File: src/rtl/alu_sequencer.sv
// Multi-cycle MUL / DIVU sequencer that borrows an external ALU for every add and subtract.
// Shift-and-add multiply and restoring divide, one bit per RUN cycle over 32 cycles.
module alu_sequencer #(
   parameter int WIDTH = 32
) (
   input  logic             clk,
   input  logic             reset,
   input  logic             start,
   input  logic             op,
   input  logic [WIDTH-1:0] opa,
   input  logic [WIDTH-1:0] opb,
   output logic [WIDTH-1:0] alu_a,
   output logic [WIDTH-1:0] alu_b,
   output logic [2:0]       alu_control,
   input  logic [WIDTH-1:0] alu_y,
   output logic             busy,
   output logic             done,
   output logic [WIDTH-1:0] result,
   output logic [WIDTH-1:0] rem_out
);

   localparam logic [2:0] ALU_ADD = 3'b010;
   localparam logic [2:0] ALU_SUB = 3'b110;
   localparam logic [2:0] ALU_NOP = 3'b000;
   localparam logic       OP_MUL  = 1'b0;
   localparam logic       OP_DIVU = 1'b1;

   typedef enum logic [1:0] {
      IDLE = 2'd0,
      RUN  = 2'd1,
      DONE = 2'd2
   } state_t;

   state_t           state;
   logic [4:0]       cnt;
   logic             op_r;

   logic [WIDTH-1:0] acc;
   logic [WIDTH-1:0] mcand;
   logic [WIDTH-1:0] mplier;

   logic [WIDTH-1:0] rem;
   logic [WIDTH-1:0] dvd;
   logic [WIDTH-1:0] dvs;
   logic [WIDTH-1:0] quo;

   logic [WIDTH-1:0] t;
   logic             q_bit;
   logic [WIDTH-1:0] acc_nxt;
   logic [WIDTH-1:0] rem_nxt;
   logic [WIDTH-1:0] quo_nxt;

   // Partial remainder shifted left with the next dividend bit; rem[31] is the 33rd bit of that value.
   assign t       = {rem[WIDTH-2:0], dvd[WIDTH-1]};
   assign q_bit   = rem[WIDTH-1] | (t >= dvs);
   assign rem_nxt = q_bit ? alu_y : t;
   assign quo_nxt = {quo[WIDTH-2:0], q_bit};
   assign acc_nxt = mplier[0] ? alu_y : acc;

   // ALU operands come only from state registers so there is no loop through alu_y.
   always_comb begin
      alu_a       = '0;
      alu_b       = '0;
      alu_control = ALU_NOP;
      if (state == RUN) begin
         if (op_r == OP_MUL) begin
            alu_a       = acc;
            alu_b       = mcand;
            alu_control = ALU_ADD;
         end else begin
            alu_a       = t;
            alu_b       = dvs;
            alu_control = ALU_SUB;
         end
      end
   end

   always_ff @(posedge clk) begin
      if (reset) begin
         state   <= IDLE;
         cnt     <= '0;
         op_r    <= 1'b0;
         acc     <= '0;
         mcand   <= '0;
         mplier  <= '0;
         rem     <= '0;
         dvd     <= '0;
         dvs     <= '0;
         quo     <= '0;
         busy    <= 1'b0;
         done    <= 1'b0;
         result  <= '0;
         rem_out <= '0;
      end else begin
         case (state)
            IDLE: begin
               done <= 1'b0;
               if (start) begin
                  op_r   <= op;
                  cnt    <= '0;
                  acc    <= '0;
                  mcand  <= opa;
                  mplier <= opb;
                  rem    <= '0;
                  dvd    <= opa;
                  dvs    <= opb;
                  quo    <= '0;
                  if (op == OP_DIVU && opb == '0) begin
                     // Divide by zero finishes immediately with all-ones quotient.
                     state   <= DONE;
                     done    <= 1'b1;
                     result  <= '1;
                     rem_out <= opa;
                  end else begin
                     state <= RUN;
                     busy  <= 1'b1;
                  end
               end
            end

            RUN: begin
               cnt <= cnt + 5'd1;
               if (op_r == OP_MUL) begin
                  acc    <= acc_nxt;
                  mcand  <= mcand << 1;
                  mplier <= mplier >> 1;
               end else begin
                  rem <= rem_nxt;
                  dvd <= dvd << 1;
                  quo <= quo_nxt;
               end
               if (cnt == 5'd31) begin
                  state   <= DONE;
                  busy    <= 1'b0;
                  done    <= 1'b1;
                  result  <= (op_r == OP_MUL) ? acc_nxt : quo_nxt;
                  rem_out <= (op_r == OP_MUL) ? '0 : rem_nxt;
               end
            end

            DONE: begin
               done  <= 1'b0;
               state <= IDLE;
            end

            default: begin
               state <= IDLE;
               busy  <= 1'b0;
               done  <= 1'b0;
            end
         endcase
      end
   end

endmodule

File: config.mk
export PLATFORM = sky130hd
export DESIGN_NAME = alu_sequencer
export DESIGN_NICKNAME = d
export VERILOG_FILES = /design/src/rtl/alu_sequencer.sv
export SDC_FILE = /design/constraint.sdc
export NUM_CORES = 1
export LEC_CHECK = 0
export ABC_AREA = 1
export BUFFER_PORTS_ARGS = -buffer_cell sky130_fd_sc_hd__buf_2
export CAP_MARGIN = 10
export CORE_ASPECT_RATIO = 1.75
export CORE_MARGIN = 4
export CORE_UTILIZATION = 63
export CTS_BUF_LIST = sky130_fd_sc_hd__clkbuf_4 sky130_fd_sc_hd__clkbuf_8
export CTS_CLUSTER_DIAMETER = 30
export DETAILED_ROUTE_END_ITERATION = 7
export PLACE_DENSITY = 0.95
export SYNTH_ARGS = -nofsm -noshare
export SYNTH_HDL_FRONTEND = slang
export SYNTH_SLANG_ARGS = --single-unit
File: constraint.sdc
create_clock -name clk -period 5.7 [get_ports clk]
set_clock_uncertainty 0.15 [all_clocks]
set_input_delay 0.57 -clock clk [delete_from_list [all_inputs] [get_ports clk]]
set_output_delay 0.57 -clock clk [all_outputs]
set_load 0.01 [all_outputs]
# ---- After elaboration in Yosys (flattened, before gate mapping)
# Index checks and enable logic that the tools add are counted.
dict set report totals {
  ff_bits 297
  out_inout_bits 133
  word_cells 85
}
dict set report op_classes {
  add_sub_neg 1
  magnitude_cmp 1
  eq_ne 9
  muxes 47
  n_bitwise 2
  n_reduce_logical 11
}
# cell n
set op_table {}
lappend op_table {{32-bit 2-to-1 mux} 22}
lappend op_table {{32-bit case mux with 2 select lines} 7}
lappend op_table {{31-bit case mux with 2 select lines} 1}
lappend op_table {{32-bit greater-or-equal comparator} 1}
lappend op_table {{32-bit logical NOT} 1}
lappend op_table {{31-bit 2-to-1 mux} 1}
lappend op_table {{2-bit inequality test, second input constant} 5}
lappend op_table {{5-bit case mux with 2 select lines} 1}
lappend op_table {{4-bit AND reduction} 2}
lappend op_table {{1-bit 2-to-1 mux} 6}
lappend op_table {{2-bit 2-to-1 mux} 3}
lappend op_table {{3-bit 2-to-1 mux} 2}
lappend op_table {{2-bit AND reduction} 3}
lappend op_table {{3-bit AND reduction} 2}
lappend op_table {{5-bit by 1-bit adder with 5-bit output, second input constant} 1}
lappend op_table {{5-bit == test, second input constant} 1}
lappend op_table {{5-bit 2-to-1 mux} 1}
lappend op_table {{2-bit case mux with 2 select lines} 1}
lappend op_table {{1-bit case mux with 3 select lines} 1}
lappend op_table {{2-bit by 1-bit == test with 1-bit output, second input constant} 1}
lappend op_table {{2-bit == test, second input constant} 1}
lappend op_table {{2-bit logical NOT} 1}
lappend op_table {{2-bit by 1-bit inequality test with 1-bit output, second input constant} 1}
lappend op_table {{1-bit case mux with 2 select lines} 1}
lappend op_table {{other kinds (4)} 4}

# ---- Depth between registers and ports, before layout
dict set report depth {
  ltp_word 6
  ltp_mapped 17
}

# ---- Least setup slack after synthesis
# OpenSTA, ideal clock, no wires.
dict set report synth_path {
  path_type {register to output}
  start {register state[0]}
  end {output alu_b[31]}
  arrival_time_ns 1.308
  t_required_ns 4.980
  slack_ns 3.672
  path_stages_with_launch 6
  n_path_buf 1
  cell_sequence {dfxtp_1 -> nand2_2 -> nor2_4 -> clkinv_1 -> clkbuf_1 -> o21ai_0}
}
dict set report synth_via {
  elab_chain_cells 2
}
# item line_no
set synth_lines {}
lappend synth_lines {{start, declared} 34} ;# state_t state;
lappend synth_lines {{start signal, assigned} 80} ;# state <= IDLE;
lappend synth_lines {{start signal, assigned} 110} ;# state <= DONE;
lappend synth_lines {{start signal, assigned} 115} ;# state <= RUN;
lappend synth_lines {{2-bit by 1-bit == test with 1-bit output} 65} ;# if (state == RUN) begin
lappend synth_lines {{32-bit 2-to-1 mux} 65}
lappend synth_lines {{end, declared} 13} ;# output logic [WIDTH-1:0] alu_b,
# Every way passes these cells.

# ---- Final worst setup path
dict set report layout_path {
  start {register state[1]}
  end {output alu_a[21]}
}
dict set report layout_via {
  elab_chain_cells 2
}
# item line_no
set layout_lines {}
lappend layout_lines {{2-bit by 1-bit == test with 1-bit output} 65}
lappend layout_lines {{32-bit 2-to-1 mux} 65}
lappend layout_lines {{end, declared} 12} ;# output logic [WIDTH-1:0] alu_a,
# Every way passes these cells.

==> results.txt <==
First-pass GRT wire length: 69.30 mm
CTS Buffer Depth: 3
Detailed-route via count: 14,633
Chip width: 119.8 um
Routed WL per cell: 17.88 um
Syn avg cell area: 6.907 um2
Cell taking the most area after synthesis: dfxtp_1
Reg-to-reg endpoint: rem[14]
Fin. Hold Viols: 0
# Post-CTS Setup Buffers: 0
Largest net degree at the start of global routing: 98
Mapped Cells: 1,995
R2R depth: 11
Reg clk slew, reported paths: 80 ps
Critical Path AT: 3150 ps
Synth warn: 0
Grt total ovfl: 0
Site Rows: 71
Die area: 24,400 um2
Core ar.: 21,500 um2
Multi-input gate area: 6619 um2
CP Max Fanout: 64
Top-area cell type share of the netlist area: 43.15%
Ports: 233
Die Ht: 203.6 um
Pre-Repair DR Iteration Count: 6
Worst vdd ir: 0.3567 mV
Synth cell types: 30
Worst Hold Class: input port to register
Initial antenna violation count: 0
Final Non-Filler Cells: 2,461
Slew margin rel.: 21.29%
Synth area leaders: dfxtp_1 43%, nand2_1 16%, o21ai_0 9.0%
Post-cts sizing count: 0
Crit end category: output port
Number of routed nets with antenna violations: 0
Placed Instance Area: 14,770 um2
GR Util met1: 43.09%
Flops & latches, synth: 297
PD cells: 530.9 nW/um2
Post-Synthesis Net Count: 2,129
Leakage: 0.007058 uW
Routing usage on met2: 57.61%
Worst-margin pin slew: 1178 ps
CTS tree: built
Crit path capture: alu_a[21]
Initial drt markers: 1,787
Post-synth ARST share: 0%
DP HPWL: 29.92 mm
Hold buffers post-CTS: 0
Crit path from: state[1]
Final setup fails: 0
Status: completed
Post-synth EDFFs: 0
H-tree depth: 2
Finished Cell Area: 15,720 um2
RSZ-0062 raised after global routing: no
Worst Path Required: 4980 ps
Fmax: 258.5 MHz
Reg2reg start: dvs[31]
Placed insts: 2,383
Worst hold margin: 133.4 ps
Reg2reg setup slack: 1850 ps
Placer congestion estimate: 0.9186
Final WL: 44.01 mm
Post-synthesis sequential area ratio: 43.15%
Filler cell count: 1,782
# DRC: 0
Area Growth Syn to Fin: 14.06%
FF/Latch Area: 5947 um2
Number of global-route vias before repair: 13,777
CP Class: register to output port
Setup TNS: 0 ps
Vias per cell: 5.946
TritonCTS Buffers: 46
CTS Root Cell: clkbuf_8
Most Crowded Layer GR: met2
Max Cap Viol: 0
Port buffer count: 231
Startpoint Class: register
Worst skew pair latency: 580 ps
Total track usage: 34.74%
Ys flop type: dfxtp_1
Initial core utilization: 64.10%
Pins over their slew limit: 0
Final design utilization: 73.11%
Ratio of cells with drive above 1 in the final layout: 15.68%
Clock sinks: 297
Final nets: 2,273
Synthesized area: 13,780 um2
Part of the cycle the worst path needs: 67.87%
Met3 global-route usage: 5.022%
Tmin final: 3869 ps
[logic make-up (layout without fill, tap and decap cells)]
family          count (synthesis)  in the layout  synth area share (%)
simple gates                  781            781                 22.63
compound gates                578            578                 22.20
buf+inv                       304            477                 8.908
flops                         297            297                 43.15
fa+ha+maj                      34             34                 3.087
other cells                     1              2               0.02721
[cells in the mapped netlist, types with 2 or more instances]
library cell  count
a21o_1            2
a21oi_1         181
a31oi_1          93
buf_1             6
buf_2            47
buf_4             3
buf_6             2
clkbuf_1         88
dfxtp_1         297
ha_1             34
inv_1           150
inv_2             6
nand2_1         590
nand2_2           3
nand3_1          82
nand4_1           5
nor2_1           92
nor2_4            5
o21ai_0         248
o21ai_1          21
o22ai_1          31
[cell usage in the layout (no fill, tap or decap), types with 53 or more instances in the layout]
master      n
nand3_1    82
nor2_1     91
inv_1     149
dfxtp_1   296
buf_2     231
a21oi_1   181
clkbuf_8   53
nand2_1   590
o21ai_0   248
a31oi_1    93
[power by group]
| part | leakage [uW] | internal, uW | switching [uW] | total, uW |
|---|---|---|---|---|
| clock | 0.000492 | 997 | 868 | 1870 |
| combinational | 0.00413 | 1030 | 2340 | 3370 |
| sequential | 0.00244 | 2670 | 443 | 3110 |
[stage by stage]
| step | total power (uW) | worst slack [ps] |
|---|---|---|
| floorplan | 5431 | 3672 |
| global placement | 6284 | 2164 |
| detailed placement | 6415 | 2051 |
| CTS | 8280 | 1820 |
| global route | 8889 | 1615 |
| finish | 8344 | 1831 |
[critical path: stages, from the launching register on]
cell and delay [ps]:
dfxtp_1 330, inv_1 50, nand2_2 140, buf_4 580, nor2_4 50, inv_2 790, o21ai_0 370, buf_2 240
[worst min path at each step]
stage | from | end | slack (ps) | cells past startpoint
2_1_floorplan | acc[1] | acc[1] | 290 | 2
3_3_place_gp | acc[18] | acc[18] | 300 | 2
3_5_place_dp | acc[4] | acc[4] | 300 | 2
4_1_cts | opb[18] | mplier[18] | 110 | 3
5_1_grt | opb[18] | mplier[18] | 120 | 3
6_report | opb[19] | mplier[19] | 130 | 3
[cell type report]
class	count	area share, %
inverters	157	3.774
well taps	292	2.325
multi-input cells	1394	42.11
diodes	1	0.01592
clock buffers	60	4.976
repair buffers	243	7.929
flip-flops and latches	297	37.84
clock inverters	17	1.027
[registers in the layout, indices dropped and copies added, names as in the netlist]
register  cells
acc          32
busy          1
cnt           5
done          1
dvd          32
dvs          32
mcand        32
mplier       32
op_r          1
quo          31
rem          32
rem_out      32
result       32
state         2
[metal layers]
| metal | share of wire (%) | vias up | wire, um |
|---|---|---|---|
| li1 | - | 6874 | - |
| met1 | 37 | 6718 | 16380 |
| met2 | 48 | 867 | 20940 |
| met3 | 9.1 | 174 | 3989 |
| met4 | 6.1 | 0 | 2696 |
| met5 | 0 | - | 0 |
Power figures use the tool's default switching activity.
